[src/rtl/systolic_seq_ctrl_if.sv]
// systolic_seq_ctrl_if: operand-load, start/busy/done and array-feed bundle of the sequencer
interface systolic_seq_ctrl_if #(parameter int DW = 32);
  logic          ld_en;
  logic          ld_sel;
  logic [1:0]    ld_row;
  logic [1:0]    ld_col;
  logic [DW-1:0] ld_data;
  logic          ld_err;
  logic          start;
  logic          busy;
  logic          done;
  logic          arr_clr;
  logic [DW-1:0] west0, west1, west2, west3;
  logic [DW-1:0] north0, north1, north2, north3;
  modport master (
    output ld_en, ld_sel, ld_row, ld_col, ld_data, start,
    input  ld_err, busy, done, arr_clr,
    input  west0, west1, west2, west3, north0, north1, north2, north3
  );
  modport slave (
    input  ld_en, ld_sel, ld_row, ld_col, ld_data, start,
    output ld_err, busy, done, arr_clr,
    output west0, west1, west2, west3, north0, north1, north2, north3
  );
endinterface

[src/rtl/systolic_seq_ctrl.sv]
// systolic_seq_ctrl: holds A/B operand banks and streams them diagonally skewed into a 4x4 systolic array
module systolic_seq_ctrl #(
  parameter int N            = 4,
  parameter int DW           = 32,
  parameter int DRAIN_CYCLES = 4
) (
  input logic                clk,
  input logic                rst,
  systolic_seq_ctrl_if.slave io
);
  localparam int CW = $clog2(DRAIN_CYCLES + 2 * N);
  localparam int IW = $clog2(N);
  typedef enum logic [2:0] {IDLE, CLEAR, FEED, DRAIN, DONE} state_t;
  state_t        state, nstate;
  logic [CW-1:0] cnt, ncnt;
  logic [DW-1:0] a [N][N];
  logic [DW-1:0] b [N][N];
  logic [DW-1:0] west_d [N];
  logic [DW-1:0] north_d [N];
  logic [DW-1:0] west_q [N];
  logic [DW-1:0] north_q [N];
  logic          ld_ok;
  logic          ld_err_q;
  assign ld_ok      = io.ld_en && (state == IDLE || state == DONE);
  assign io.busy    = state == CLEAR || state == FEED || state == DRAIN;
  assign io.done    = state == DONE;
  assign io.arr_clr = state == CLEAR;
  assign io.ld_err  = ld_err_q;
  assign io.west0   = west_q[0];
  assign io.west1   = west_q[1];
  assign io.west2   = west_q[2];
  assign io.west3   = west_q[3];
  assign io.north0  = north_q[0];
  assign io.north1  = north_q[1];
  assign io.north2  = north_q[2];
  assign io.north3  = north_q[3];
  // state register and shared FEED step / DRAIN counter
  always_ff @(posedge clk or posedge rst) begin
    if (rst) begin
      state <= IDLE;
      cnt   <= '0;
    end else begin
      state <= nstate;
      cnt   <= ncnt;
    end
  end
  // sequencing: one clear cycle, 2N-1 feed steps, fixed drain, one done cycle
  always_comb begin
    nstate = state;
    ncnt   = '0;
    case (state)
      IDLE:  nstate = io.start ? CLEAR : IDLE;
      CLEAR: nstate = FEED;
      FEED: begin
        nstate = (cnt == CW'(2 * N - 2)) ? DRAIN : FEED;
        ncnt   = (cnt == CW'(2 * N - 2)) ? '0 : cnt + CW'(1);
      end
      DRAIN: begin
        nstate = (cnt == CW'(DRAIN_CYCLES - 1)) ? DONE : DRAIN;
        ncnt   = (cnt == CW'(DRAIN_CYCLES - 1)) ? '0 : cnt + CW'(1);
      end
      DONE:    nstate = IDLE;
      default: nstate = IDLE;
    endcase
  end
  // skew selection for the upcoming cycle: row/column i lags by i steps, zero outside its window
  always_comb begin
    for (int i = 0; i < N; i++) begin
      west_d[i]  = '0;
      north_d[i] = '0;
      if (nstate == FEED && ncnt >= CW'(i) && ncnt - CW'(i) < CW'(N)) begin
        west_d[i]  = a[i][IW'(ncnt - CW'(i))];
        north_d[i] = b[IW'(ncnt - CW'(i))][i];
      end
    end
  end
  // registered edge outputs so the array sees clean, glitch-free operands
  always_ff @(posedge clk or posedge rst) begin
    if (rst) begin
      west_q  <= '{default: '0};
      north_q <= '{default: '0};
    end else begin
      west_q  <= west_d;
      north_q <= north_d;
    end
  end
  // operand banks are writable only while no run is in flight; rejected writes flag ld_err
  always_ff @(posedge clk or posedge rst) begin
    if (rst) begin
      a        <= '{default: '0};
      b        <= '{default: '0};
      ld_err_q <= 1'b0;
    end else begin
      ld_err_q <= io.ld_en && !ld_ok;
      if (ld_ok && !io.ld_sel) a[io.ld_row][io.ld_col] <= io.ld_data;
      if (ld_ok && io.ld_sel) b[io.ld_row][io.ld_col] <= io.ld_data;
    end
  end
endmodule

[src/flat_wrapper.sv]
// flat-port wrapper written by rule: the top's interface ports become plain ports
module systolic_seq_ctrl_flat 
#(
  parameter int N            = 4,
  parameter int DW           = 32,
  parameter int DRAIN_CYCLES = 4
)
  (clk, rst, io_ld_en, io_ld_sel, io_ld_row, io_ld_col, io_ld_data, io_start, io_ld_err, io_busy, io_done, io_arr_clr, io_west0, io_west1, io_west2, io_west3, io_north0, io_north1, io_north2, io_north3);
  systolic_seq_ctrl_if #(.DW(DW)) io_i ();
  input logic clk;
  input logic rst;
  input wire logic [$bits(io_i.ld_en)-1:0] io_ld_en;
  input wire logic [$bits(io_i.ld_sel)-1:0] io_ld_sel;
  input wire logic [$bits(io_i.ld_row)-1:0] io_ld_row;
  input wire logic [$bits(io_i.ld_col)-1:0] io_ld_col;
  input wire logic [$bits(io_i.ld_data)-1:0] io_ld_data;
  input wire logic [$bits(io_i.start)-1:0] io_start;
  output wire logic [$bits(io_i.ld_err)-1:0] io_ld_err;
  output wire logic [$bits(io_i.busy)-1:0] io_busy;
  output wire logic [$bits(io_i.done)-1:0] io_done;
  output wire logic [$bits(io_i.arr_clr)-1:0] io_arr_clr;
  output wire logic [$bits(io_i.west0)-1:0] io_west0;
  output wire logic [$bits(io_i.west1)-1:0] io_west1;
  output wire logic [$bits(io_i.west2)-1:0] io_west2;
  output wire logic [$bits(io_i.west3)-1:0] io_west3;
  output wire logic [$bits(io_i.north0)-1:0] io_north0;
  output wire logic [$bits(io_i.north1)-1:0] io_north1;
  output wire logic [$bits(io_i.north2)-1:0] io_north2;
  output wire logic [$bits(io_i.north3)-1:0] io_north3;
  assign io_i.ld_en = io_ld_en;
  assign io_i.ld_sel = io_ld_sel;
  assign io_i.ld_row = io_ld_row;
  assign io_i.ld_col = io_ld_col;
  assign io_i.ld_data = io_ld_data;
  assign io_i.start = io_start;
  assign io_ld_err = io_i.ld_err;
  assign io_busy = io_i.busy;
  assign io_done = io_i.done;
  assign io_arr_clr = io_i.arr_clr;
  assign io_west0 = io_i.west0;
  assign io_west1 = io_i.west1;
  assign io_west2 = io_i.west2;
  assign io_west3 = io_i.west3;
  assign io_north0 = io_i.north0;
  assign io_north1 = io_i.north1;
  assign io_north2 = io_i.north2;
  assign io_north3 = io_i.north3;
  systolic_seq_ctrl #(.N(N), .DW(DW), .DRAIN_CYCLES(DRAIN_CYCLES)) u_core (.clk(clk), .rst(rst), .io(io_i));
endmodule
[config.mk]
export PLATFORM = sky130hd
export DESIGN_NAME = systolic_seq_ctrl_flat
export DESIGN_NICKNAME = d
export VERILOG_FILES = /design/src/rtl/systolic_seq_ctrl_if.sv /design/src/rtl/systolic_seq_ctrl.sv /design/src/flat_wrapper.sv
export SDC_FILE = /design/constraint.sdc
export NUM_CORES = 2
export LEC_CHECK = 0
export ABC_AREA = 1
export BUFFER_PORTS_ARGS = -buffer_cell sky130_fd_sc_hd__buf_2
export CORE_MARGIN = 1
export CORE_UTILIZATION = 55
export CTS_BUF_LIST = sky130_fd_sc_hd__clkbuf_4 sky130_fd_sc_hd__clkbuf_8 sky130_fd_sc_hd__clkbuf_16
export CTS_CLUSTER_DIAMETER = 100
export DETAILED_ROUTE_END_ITERATION = 10
export PLACE_DENSITY = 0.7
export SKIP_CTS_REPAIR_TIMING = 1
export SYNTH_ARGS = -nofsm -noshare
export SYNTH_HDL_FRONTEND = slang
export SYNTH_SLANG_ARGS = --single-unit
[constraint.sdc]
create_clock -name clk -period 53.8 [get_ports clk]
set_clock_uncertainty 0.2 [all_clocks]
set_input_delay 8.07 -clock clk [delete_from_list [all_inputs] [get_ports clk]]
set_output_delay 8.07 -clock clk [all_outputs]
set_load 0.005 [all_outputs]
After elaboration in Yosys (flattened, before gate mapping)
Cells that the tools add are included.
Widths: inputs -> output; s select.
{"block": "op_classes", "addsub": 4, "bitwise": 6, "order_cmp": 16, "mux": 45, "eq_ne": 7, "n_reduce_logical": 20}
{"cell": "$bmux 128 s2", "n": 4}
{"cell": "$bwmux 512", "n": 2}
{"cell": "$mux 32", "n": 19}
{"cell": "$mux 128", "n": 3}
{"cell": "$bmux 32 s2", "n": 4}
{"cell": "$demux 128 s2", "n": 1}
{"cell": "$mux 96", "n": 2}
{"cell": "$mux 64", "n": 2}
{"cell": "$demux 32 s2", "n": 1}
{"cell": "$ge 3x3->1 const B", "n": 6}
{"cell": "$not 2->3", "n": 6}
{"cell": "$lt 4x3->1 const B", "n": 4}
{"cell": "$logic_and 1x1->1", "n": 14}
{"cell": "$pmux 3 s4", "n": 1}
{"cell": "$eq 3x2->1 const B", "n": 3}
{"cell": "$ge 4x1->1 const B", "n": 2}
{"cell": "$ge 4x2->1 const B", "n": 2}
{"cell": "$mux 4", "n": 2}
{"cell": "$pmux 4 s2", "n": 1}
{"cell": "$sub 4x2->4 const B", "n": 2}
{"cell": "$lt 3x1->1 const B", "n": 2}
{"cell": "$add 4x1->4 const B", "n": 1}
{"cell": "$eq 4x2->1 const B", "n": 1}
{"cell": "$eq 4x3->1 const B", "n": 1}
{"cell": "8 further kinds", "n": 12}
{"block": "totals", "out_inout_bits": 260, "ff_bits": 1288}

Logic depth before layout (Yosys ltp)
{"block": "depth", "ltp_word": 9, "depth_mapped": 16, "depth_no_buf": 14}

Worst setup path after synthesis
No wires, ideal clock.
{"block": "synth_path", "path_type": "input to register", "startpoint": "in io_ld_row[1]", "endpoint": "reg u_core.a[128] in the netlist's numbering", "setup_slack_ps": 44268, "path_stages": 6, "t_arrival_ps": 9207, "path_cell_list": "inv_1 nor2_1 nand2_1 nor2_1 buf_2 mux2_2"}
{"block": "synth_via", "elab_chain_len": 6}
{"item": "start: declaration", "line_no": "flat_wrapper.sv:14", "source": "input wire logic [$bits(io_i.ld_row)-1:0] io_ld_row;"}
{"item": "$not 2->3 (not written as such) *", "line_no": "systolic_seq_ctrl.sv:95", "source": "if (ld_ok && !io.ld_sel) a[io.ld_row][io.ld_col] <= io.ld_data;"}
{"item": "$ge 3x3->1 (not written as such) / $lt 3x1->1 (equally long branches)", "line_no": "systolic_seq_ctrl.sv:95"}
{"item": "$logic_and 1x1->1 (not written as such)", "line_no": "systolic_seq_ctrl.sv:95"}
{"item": "$mux 128 (not written as such)", "line_no": "systolic_seq_ctrl.sv:95"}
{"item": "$demux 128 s2 *", "line_no": "systolic_seq_ctrl.sv:95"}
{"item": "$bwmux 512 *", "line_no": "systolic_seq_ctrl.sv:95"}
{"item": "end signal: indexed assignment", "line_no": "systolic_seq_ctrl.sv:95"}
{"item": "end: declaration", "line_no": "systolic_seq_ctrl.sv:16", "source": "logic [DW-1:0] a [N][N];"}
Mark *: on every way between the ends. The rest lies on a longest branch, timed or not.
A chain may end at the register's enable or synchronous reset.

==> run metrics <==
TritonCTS buffer count=136; nets@finish=6671; pre-CTS setup slack=42.14 ns; DIE AREA=0.105 sq mm; actual slew at the worst max-slew pin=1.21 ns; R2R Path Start=u_core.cnt[0]$_DFF_PP0_; Cells after Synth=6619; antenna violations before repair=13; Top delay family on crit path=buffers and inverters; Worst setup SP type=input pin; DR WL/cell=19.1 um; register bit total from synthesis=1288; final instance area=0.0634 sq mm; CP arrival=11.22 ns; worst relative slew slack=18.9%; CTS max path bufs=3; combinational share of power=40.8%; Crit Path Category=input pin to asynchronous set/reset pin; Avg Cell Area, Syn=8.63 sq um; first-pass GRT wire length=243000 um; port bufs=300; Tmin final=10.72 ns; routability cong.=0.808; HP Class=register to register; clock network power share=24.7%; synth unique cells=28; Util after Layout=61.9%; max incr delay on CP=0.89 ns; Flop pwr share=34.5%; largest net degree at the start of global routing=186; Die Width=324 um; HP Start=u_core.b[444]$_DFFE_PP0P_; # IOs=301; NetSw=1.59 mW; outcome=finished clean; Worst path most repeated cell=buf_4; residual DRC count=0; Die Span Y=324 um; drt initial violations=4422; drt pass-1 iters=6; final setup fails=0; CP Capture Type=asynchronous set/reset pin; H-tree Lvls=4; slowest cell on the critical path=buf_4; vias in the first global route=42400; fin. max-slew vios=0; clk root buf=clkbuf_16; internal power=2.29 mW; Worst-path clk slew=0.06 ns; number of max-cap violations=0; total power draw=3.88 mW; CTS tree=done; crit share post-route=19.9%; Post-Route WL=155000 um; initial cell density of the core=55.8%; worst-path maximum fanout=164; Setup WS post-layout=43.08 ns; clk_lat worst skew=0.75 ns; Area Growth Syn to Fin=11.0%; Critical Path Start=rst; fmax=93.3 MHz; Static Leak=32.9 nW; Tot GR Track Use=30.0%; P per Cell Area=61.1 mW/mm^2; RSZ-0062 raised after global routing=no; post-place instance area=0.0588 sq mm; sequential-to-total area share from yosys stat=56.4%; DR vias=44000; Post-Syn Area=0.0571 sq mm; layout cells sized above 1=14.0%; Setup TNS=0 ns; VDD IR max=97.8 uV; CP cell instances=buf_2 > inv_8 > buf_4 > buf_12 > buf_4; core box area=0.102 sq mm; Buf+Inv Stages, Crit Path=5; vias per cell=5.44; # rows=117; Net Count, Synth=6667; yosys warns=0; total clock sinks=1288; DP Wirelength=82800 um; GR Overflow Total=0; Filler cells=8598; Net Sw Frac=41.0%; WP data required=54.30 ns; final hold vios=0; Routed Antenna Nets=0
[power by group through the flow]
stage	clock network (mW)	registers, mW	logic [mW]
floorplan	0	1.35	1.09
global placement	0	1.34	1.54
detailed placement	0	1.35	1.56
CTS	0.974	1.34	1.57
global route	1.01	1.36	1.76
finish	0.959	1.34	1.58
[area by class of cell]
cell class	instances	area [sq um]	area share [%]
Clock buffer	200	4180	6.59
Sequential cell	1288	32200	50.9
Inverter	923	3480	5.49
Tap cell	1368	1710	2.70
Multi-Input combinational cell	3915	19300	30.5
Clock inverter	39	435	0.687
Timing Repair Buffer	359	2020	3.19
Antenna cell	2	5.00	0.00790
[flip-flops by register name, summed over array words and instances, names as in the netlist]
signal,count
u_core.io.north2,32
u_core.b,512
u_core.io.north1,32
u_core.io.west1,32
u_core.a,512
u_core.io.west0,32
u_core.io.west3,32
u_core.cnt,4
u_core.io.west2,32
u_core.state,3
u_core.io.ld_err,1
u_core.io.north0,32
u_core.io.north3,32
[cell usage after synthesis]
cell type  number  area [sq um]
nor2_1        510          1910
a21oi_1        65           325
dfrtp_1      1288         32200
nand2_2         3          18.8
nand2_4         3          33.8
nand4_1         1          6.26
o211ai_1       64           480
inv_1         920          3450
a21oi_2         1          8.76
buf_4           1          7.51
o21ai_1        81           405
mux2_2        256          2880
nor3_1          2          10.0
nand3_1       654          3270
nor2_2         33           206
nand3b_2        1          11.3
ha_1            7          87.6
buf_2         216          1080
nand3_4         1          17.5
nor2_4         22           248
inv_2           3          11.3
buf_6          13           146
buf_1          14          52.6
clkbuf_1      249           935
o21ai_0       751          3760
nand3b_1        1          7.51
nand3_2         3          30.0
nand2_1      1456          5470
[layer usage]
metal	part of all wire [%]	vias to the layer above	global-route usage, %
li1	-	20600	-
met1	43	21500	42.2
met2	46	1658	46.9
met3	8.1	231	5.77
met4	2.9	24	10.0
met5	0.10	-	0
[cell usage in the layout (no fill, tap or decap), types with 2 or more instances in the layout]
| cell type | count |
|---|---|
| mux2_2 | 256 |
| o21ai_1 | 81 |
| clkbuf_16 | 143 |
| nor2_2 | 31 |
| a21oi_1 | 65 |
| nand2_1 | 1454 |
| inv_2 | 2 |
| buf_2 | 300 |
| nand2_4 | 3 |
| clkbuf_4 | 30 |
| inv_8 | 2 |
| nand3_1 | 654 |
| nand3_2 | 2 |
| nand2_2 | 4 |
| diode_2 | 2 |
| bufinv_16 | 7 |
| nor3_1 | 2 |
| o21ai_0 | 751 |
| inv_4 | 2 |
| nor2_1 | 499 |
| ha_1 | 6 |
| buf_4 | 53 |
| nand3_4 | 2 |
| buf_12 | 6 |
| clkinv_2 | 22 |
| o211ai_1 | 64 |
| clkbuf_8 | 27 |
| inv_1 | 917 |
| nor2_4 | 35 |
| clkinv_8 | 2 |
| dfrtp_1 | 1288 |
| inv_6 | 5 |
[cells by family (layout without fill, tap and decap cells)]
family / count (synthesis) / count (layout) / share of synthesized area, %
muxes: 256 / 256 / 5.05
buffers and inverters: 1416 / 1521 / 9.96
DFF: 1288 / 1288 / 56.4
AOI/OAI and AO/OA: 962 / 962 / 8.72
adders and majority gates: 7 / 7 / 0.153
other: 0 / 2 / 0
and+or+nand+nor: 2690 / 2690 / 19.7
[worst register-to-register path: cells and delay by family (launching register included)]
| kind | cells | cell delay (ns) |
|---|---|---|
| buf+inv | 3 | 1.72 |
| flops | 1 | 0.45 |
| simple gates | 6 | 2.46 |
| fa+ha+maj | 2 | 0.72 |
[stage by stage]
stage / hold slack (ns) / instances
after floorplan: 0.275 / 6619
after global placement: 0.283 / 7853
after detailed placement: 0.290 / 7853
after CTS: 0.303 / 8092
after global routing: 0.316 / 8092
final: 0.299 / 8094
[path summary, 6_finish.rpt]
check,cells after the start,slack (ns),to
min in group asynchronous,2,7.21,u_core.io.north1[16]$_DFF_PP0_
setup reg to reg,11,48.10,u_core.io.north3[6]$_DFF_PP0_
hold / removal,1,0.30,u_core.b[444]$_DFFE_PP0P_
max in group clk,4,43.37,u_core.a[432]$_DFFE_PP0P_
hold reg to reg,1,0.30,u_core.b[444]$_DFFE_PP0P_
setup / recovery,5,43.08,u_core.a[197]$_DFFE_PP0P_
Power figures use the tool's default switching activity.
